`src/rtl/bus_router.sv`:
```
// bus_router: routes one master request to one of SLAVES address windows and
// tracks that single transaction until its slave answers, times out, or the
// address turns out to be unmapped.
`timescale 1ns/1ps

// Per-slot window compare: BASE <= addr < TOP, unsigned.
module bus_router_win #(
  parameter logic [31:0] BASE = 32'h0,
  parameter logic [31:0] TOP  = 32'h0
) (
  input  logic [31:0] addr_i,
  output logic        hit_o
);
  // Offset form keeps the compare valid for BASE == 0; an empty or inverted
  // window never hits.
  localparam logic [31:0] SIZE = TOP - BASE;
  localparam bit          NONEMPTY = (TOP > BASE);
  assign hit_o = NONEMPTY && ((addr_i - BASE) < SIZE);
endmodule

module bus_router #(
  parameter int SLAVES  = 4,
  parameter int TIMEOUT = 255,
  parameter logic [SLAVES*32-1:0] BASE_ADDR =
    {32'h0200_0000, 32'h0100_0000, 32'h0010_0000, 32'h0000_0000},
  parameter logic [SLAVES*32-1:0] TOP_ADDR =
    {32'h0201_0000, 32'h0100_1000, 32'h0020_0000, 32'h0000_1000}
) (
  input  logic                   clock,
  input  logic                   reset,
  input  logic                   memory_valid,
  input  logic                   memory_instr,
  input  logic [31:0]            memory_addr,
  input  logic [31:0]            memory_wdata,
  input  logic [3:0]             memory_wstrb,
  output logic [31:0]            memory_rdata,
  output logic                   memory_ready,
  output logic                   memory_error,
  output logic [SLAVES-1:0]      slave_valid,
  output logic                   slave_instr,
  output logic [31:0]            slave_addr,
  output logic [31:0]            slave_wdata,
  output logic [3:0]             slave_wstrb,
  input  logic [SLAVES*32-1:0]   slave_rdata,
  input  logic [SLAVES-1:0]      slave_ready
);
  localparam int SEL_W = (SLAVES > 1) ? $clog2(SLAVES) : 1;
  localparam int CNT_W = (TIMEOUT > 0) ? $clog2(TIMEOUT + 1) : 1;

  localparam logic [1:0] S_IDLE = 2'd0;
  localparam logic [1:0] S_BUSY = 2'd1;
  localparam logic [1:0] S_ERR  = 2'd2;

  logic [SLAVES-1:0]        win_hit;
  logic [SLAVES-1:0][31:0]  rdata_a;
  logic                     hit;
  logic [SEL_W-1:0]         hit_idx;
  logic [31:0]              base_sel;

  logic [1:0]               state_q, state_d;
  logic [SEL_W-1:0]         sel_q, sel_d;
  logic [CNT_W-1:0]         cnt_q, cnt_d, cnt_inc;

  logic [SLAVES-1:0]        sv_c;
  logic                     rdy_c, err_c;
  logic [31:0]              rdata_c;

  assign rdata_a = slave_rdata;
  assign cnt_inc = cnt_q + CNT_W'(1);

  for (genvar g = 0; g < SLAVES; g++) begin : g_win
    bus_router_win #(
      .BASE (BASE_ADDR[32*g +: 32]),
      .TOP  (TOP_ADDR[32*g +: 32])
    ) u_win (
      .addr_i (memory_addr),
      .hit_o  (win_hit[g])
    );
  end

  // Priority pick: scanning downward lets the lowest hitting index win.
  always_comb begin
    hit      = 1'b0;
    hit_idx  = '0;
    base_sel = 32'h0;
    for (int i = SLAVES - 1; i >= 0; i--) begin
      if (win_hit[i]) begin
        hit      = 1'b1;
        hit_idx  = SEL_W'(i);
        base_sel = BASE_ADDR[32*i +: 32];
      end
    end
  end

  // Transaction FSM and response mux. The counter holds cycles already spent
  // in BUSY, so its incremented value reaching TIMEOUT puts the error
  // exactly TIMEOUT cycles after the request cycle. Ready beats timeout.
  always_comb begin
    state_d = state_q;
    sel_d   = sel_q;
    cnt_d   = cnt_q;
    sv_c    = '0;
    rdy_c   = 1'b0;
    err_c   = 1'b0;
    rdata_c = 32'h0;
    case (state_q)
      S_IDLE: begin
        if (memory_valid) begin
          if (hit) begin
            sv_c[hit_idx] = 1'b1;
            sel_d         = hit_idx;
            if (slave_ready[hit_idx]) begin
              rdy_c   = 1'b1;
              rdata_c = rdata_a[hit_idx];
            end else begin
              state_d = S_BUSY;
              cnt_d   = '0;
            end
          end else begin
            state_d = S_ERR;
          end
        end
      end
      S_BUSY: begin
        cnt_d = cnt_inc;
        if (slave_ready[sel_q]) begin
          rdy_c   = 1'b1;
          rdata_c = rdata_a[sel_q];
          state_d = S_IDLE;
        end else if ((TIMEOUT != 0) && (cnt_inc == CNT_W'(TIMEOUT))) begin
          rdy_c   = 1'b1;
          err_c   = 1'b1;
          state_d = S_IDLE;
        end
      end
      S_ERR: begin
        rdy_c   = 1'b1;
        err_c   = 1'b1;
        state_d = S_IDLE;
      end
      default: state_d = S_IDLE;
    endcase
  end

  // State registers; reset abandons any transaction in flight.
  always_ff @(posedge clock or posedge reset) begin
    if (reset) begin
      state_q <= S_IDLE;
      sel_q   <= '0;
      cnt_q   <= '0;
    end else begin
      state_q <= state_d;
      sel_q   <= sel_d;
      cnt_q   <= cnt_d;
    end
  end

  assign slave_valid  = reset ? '0 : sv_c;
  assign memory_ready = !reset && rdy_c;
  assign memory_error = !reset && err_c;
  assign memory_rdata = reset ? 32'h0 : rdata_c;
  assign slave_instr  = memory_instr;
  assign slave_addr   = memory_addr - base_sel;
  assign slave_wdata  = memory_wdata;
  assign slave_wstrb  = memory_wstrb;
endmodule

```
`config.mk`:
```
export PLATFORM = sky130hd
export DESIGN_NAME = bus_router
export DESIGN_NICKNAME = d
export VERILOG_FILES = /design/src/rtl/bus_router.sv
export SDC_FILE = /design/constraint.sdc
export NUM_CORES = 1
export LEC_CHECK = 0
export CAP_MARGIN = 10
export CORE_AREA = 2 2 120 122
export CTS_BUF_LIST = sky130_fd_sc_hd__clkbuf_2 sky130_fd_sc_hd__clkbuf_4 sky130_fd_sc_hd__clkbuf_8
export DETAILED_ROUTE_END_ITERATION = 16
export DIE_AREA = 0 0 122 124
export PLACE_DENSITY = 0.71
export SLEW_MARGIN = 5
export SYNTH_ARGS = -nofsm -noshare
export SYNTH_HDL_FRONTEND = slang
export SYNTH_SLANG_ARGS = --single-unit
```
`constraint.sdc`:
```
create_clock -name clock -period 5.5 [get_ports clock]
set_input_delay 1.1 -clock clock [delete_from_list [all_inputs] [get_ports clock]]
set_output_delay 1.1 -clock clock [all_outputs]
set_load 0.01 [all_outputs]
```
## Word level (Yosys, flattened, before mapping)

Cells that the tools add are included.

| storage, ports and cells | value |
|---|---|
| input port bits | 204 |
| output and inout port bits | 107 |
| flip-flop bits (word level) | 12 |

| cells by class | value |
|---|---|
| multiplexer cells | 50 |
| $lt $le $gt $ge | 7 |
| reductions and logical operators | 9 |
| eq/ne operators | 8 |
| $add $sub $neg | 5 |

Operators by type and width:

| operator | count |
|---|---|
| $mux 32 | 10 |
| $bmux 32 s2 | 2 |
| $lt 32x13->1 const B | 2 |
| $pmux 32 s2 | 1 |
| $lt 32x17->1 const B | 1 |
| $lt 32x21->1 const B | 1 |
| $sub 32x21->32 const B | 1 |
| $sub 32x25->32 const B | 1 |
| $sub 32x26->32 const B | 1 |
| $sub 32x32->32 | 1 |
| $mux 26 | 1 |
| $mux 8 | 3 |
| $mux 2 | 9 |
| $mux 4 | 4 |
| $pmux 8 s2 | 1 |
| $mux 1 | 13 |
| $add 8x1->8 const B | 1 |
| $eq 8x8->1 const B | 1 |
| $lt 2x3->1 const B | 2 |
| $ne 2x2->1 const B | 3 |
| $ne 3x3->1 const B | 2 |
| $reduce_and 3->1 | 2 |
| $bmux 1 s2 | 2 |
| $pmux 2 s2 | 1 |
| other kinds (11) | 13 |

## Longest topological paths before layout

| logic depth | value |
|---|---|
| depth in word-level cells | 14 |
| depth in mapped cells | 17 |

## By module

From an unflattened synthesis, not the netlist that was laid out.

| second synthesis, totals | value |
|---|---|
| cell total of the unflattened synthesis | 520 |
| area, all modules | 3,951.3 um^2 |

By module, submodules not included:

| module | instances | area an instance (um^2) | cells an instance |
|---|---|---|---|
| bus_router | 1 | 3,736.1 | 489 |
| bus_router_win at g_win[3].u_win | 1 | 78.8 | 11 |
| bus_router_win at g_win[2].u_win | 1 | 65.1 | 8 |
| bus_router_win at g_win[0].u_win | 1 | 43.8 | 8 |
| bus_router_win at g_win[1].u_win | 1 | 27.5 | 4 |

## Worst setup path after synthesis

No wires, ideal clock.

| timing path | value |
|---|---|
| path kind | input-to-output |
| from | in memory_addr[27] |
| to | out slave_addr[30] |
| data arrival time | 4,021 ps |
| cell stages on the path | 16 |
| path slack | 379 ps |
| cell sequence | buf_2 nor4_2 nand3_1 xnor2_1 nor3_1 buf_2 buf_2 ha_1 ha_1 nand2_1 and2_1 o21ai_0 nand2b_1 nor3_1 nand2_1 xnor2_1 |

| between the ends | value |
|---|---|
| longest elaborated chain between the ends | 7 |

Ends and longest elaborated chain:

| what | RTL line | source |
|---|---|---|
| start: declaration | 33 | `input logic [31:0] memory_addr,` |
| $sub 32x26->32 | 18 | `assign hit_o = NONEMPTY && ((addr_i - BASE) < SIZE);` |
| $lt 32x17->1 | 18 |  |
| $mux 26 | 87 | `if (win_hit[i]) begin` |
| $mux 32 (3 in a row) | 87 |  |
| $sub 32x32->32 (*) | 163 | `assign slave_addr = memory_addr - base_sel;` |
| end: declaration | 41 | `output logic [31:0] slave_addr,` |

Mark *: on every way between the ends. The rest lies on a longest branch, timed or not.

## Worst setup path after layout

| timing path | value |
|---|---|
| from | in memory_addr[24] |
| to | out slave_addr[27] |

Same word-level chain as after synthesis.

==> run summary <==
Status = finished, final reports clean
CP arrival = 4350 ps
Pwr Density = 98.7 nW/um2
CP Launch Type = input pin
Synth area leaders = mux4_2 19%, buf_4 11%, a221o_1 8.4%
Async set or reset register ratio after synthesis = 100%
Syn nets = 688
Cell Area, Placed = 6080 um2
Synth Instances = 472
Tot Pwr = 634 uW
CTS tree = built
Initial Util = 28.8%
Mapped cell area = 3950 um2
Avg Vias per Cell = 5.85
Port buffer count = 212
Die area = 15,100 um2
Setup violators final = 0
Area growth from synthesis to layout = 62.5%
Detail Placement HPWL = 12,400 um
Detailed Route Iter0 Violations = 304
CP Cell Sequence = clkdlybuf4s50_1, nor4_1, buf_4, nand2b_1, nor3_1, inv_1, ha_1, inv_1, o21ai_1, buf_4, xnor2_1, clkdlybuf4s50_1
Root buffer cell = clkbuf_8
Critical R2R Launch = state_q[1]$_DFFE_PP0P_
Initial antenna violation count = 1
Cell taking the most area after synthesis = mux4_2
Drt pass-1 iters = 5
CTS Buffer Depth = 2
Worst-Skew Late Latency = 250 ps
Setup TNS = 0 ps
Via count = 4,827
Synth unique cells = 50
Largest net degree at the start of global routing = 40
Worst Tran Pin Value = 987 ps
Kind of critical path = in2out
Delay-heaviest family, CP = buffers and inverters
Site Rows = 43
Post-synth EDFFs = 0
Slew Viols, Final = 0
Buffers plus inverters on the worst setup path = 6
Wirelength per Cell = 20.5 um
Yosys reg bits = 12
Routed wl met2 = 8670 um
CP max-delay cell = nor4_1
First-pass GRT wire length = 24,500 um
Core box area = 13,700 um2
R2r setup slk = 2640 ps
CP Max Fanout = 5
Fin Clk Skew = 4.02 ps
Area share of the largest cell type after synthesis = 18.8%
Hold Path Sink = cnt_q[6]$_DFFE_PP0P_
Hold Crit Class = reg2reg
Clk sink count = 12
Crit share post-route = 99.1%
Worst reg-to-reg path cell count = 7
Placer's final routability congestion estimate = 0.905
Overall fraction of global-route tracks in use = 20.3%
Remaining DRCs = 0
Detail Route Antenna Nets = 0
Metal3 WL = 1350 um
Worst R2R End = state_q[0]$_DFFE_PP0P_
End-of-flow core utilization = 46.8%
Clk slew on worst S/H paths = 50 ps
Commonest register cell after synthesis = dfrtp_1
Final #Nets = 861
Vias in the first global route = 4,841
Num CTS Buffers = 3
H-tree Lvls = 1
CP max stage delay = 560 ps
Grt ovf = 0
Post-Syn Area per Cell = 8.37 um2
Die height = 124 um
Lkg Pwr = 0.00293 uW
M1 wire length = 6420 um
Hold Crit Start = cnt_q[6]$_DFFE_PP0P_
Synthesis Warnings = 0
Post-route minimum period = 5450 ps
Setup crit end kind = output port
Register area share after synthesis = 7.60%
Top Ports = 311
Die width = 122 um
Hold Path Stages = 1
Maximum VDD drop = 0.0000629 V
Max Clock Freq = 0.183 GHz
Slew headroom = 32.5%
Max-cap violations = 0
Fin. Hold Viols = 0
DR top layer = met4
Final WL = 16,900 um
Worst Path Required = 4400 ps
Share of cells above drive strength 1 = 18.0%
Design area = 6420 um2
area by class of cell:
cell class | count | area [um2]
fillers | 1315 | 7300
diodes | 1 | 2.50
clock buffers | 4 | 55.1
inverters | 19 | 71.3
multi-input cells | 348 | 3110
flip-flops and latches | 12 | 302
repair buffers | 261 | 2650
well taps | 180 | 225
cell families after synthesis:
logic type,share of synthesized area (%)
AO/OA/AOI/OAI,31.7
AND/OR/NAND/NOR,17.5
buffers and inverters,16.4
multiplexers,19.6
XOR/XNOR,3.33
adder cells (fa/ha/maj),3.80
flip-flops,7.60
flip-flops by register name (all words and copies together) (netlist names):
signal   flops
state_q      2
sel_q        2
cnt_q        8
power breakdown:
part	leakage, uW	switching (uW)	internal, uW
Clock	0.0000288	36.1	63.5
Sequential	0.000164	5.31	93.0
Combinational	0.00274	200	236
synth_stat cells (17+ instances only):
cell type and instances:
buf_4 57, a21oi_1 37, and3_1 34, a221o_1 33
mux4_2 33, o21a_1 32, o2bb2ai_1 31, clkbuf_1 24
nor2_1 21, inv_1 18, nand2_1 17
layer usage:
layer / global-route usage, % / vias to the layer above
li1: - / 2151
met1: 22.9 / 2373
met2: 36.6 / 267
met3: 5.08 / 36
met4: 8.26 / 0
met5: 0 / -
per-stage QoR:
stage | cells | hold WS, ps | setup slack [ps]
after global placement | 814 | 548 | -156
after floorplan | 472 | 524 | 379
after global routing | 825 | 601 | -35.5
after CTS | 818 | 578 | -16.7
after detailed placement | 814 | 560 | -237
final | 825 | 571 | 48.1
cell usage in the layout, fill, tap and decap left out, types with 3 or more instances in the layout:
master,Yosys,routed
dfrtp_1,12,11
ha_1,12,11
nand2_1,17,17
o2bb2ai_1,31,31
buf_4,57,39
xor2_1,9,8
mux4_2,33,33
nor4_1,6,6
buf_6,0,3
nand3_1,7,7
inv_1,18,18
o21ai_0,6,5
clkbuf_8,0,4
nand2b_1,4,4
and3_1,34,34
a21oi_1,37,36
nand4_1,4,4
nor3_1,12,8
a22o_1,3,3
xnor2_1,6,5
clkdlybuf4s50_1,0,178
nor2_1,21,19
a221o_1,33,33
o21a_1,32,32
nor3_2,1,4
dlymetal6s2s_1,0,32
or3_1,3,3
repair_timing:
action,4_1_cts,5_1_grt
hold buffers,0,0
hold endpoints to repair,0,0
endpoints found under the setup margin,37,39
buffers inserted,0,4
pin swaps,2,3
gates cloned,0,2
resized for setup,13,55
worst max path at each step:
stage          slack (ps)  depth (start not counted)             from               end
2_1_floorplan         380                         16  memory_addr[27]    slave_addr[30]
3_3_place_gp         -160                         17  memory_addr[25]    slave_addr[30]
3_5_place_dp         -240                         17  memory_addr[25]    slave_addr[30]
4_1_cts               -20                         14  memory_addr[25]  memory_rdata[25]
5_1_grt               -40                         12  memory_addr[24]    slave_addr[27]
6_report               50                         12  memory_addr[24]    slave_addr[27]
No activity file was read; power rests on OpenSTA's default activity.
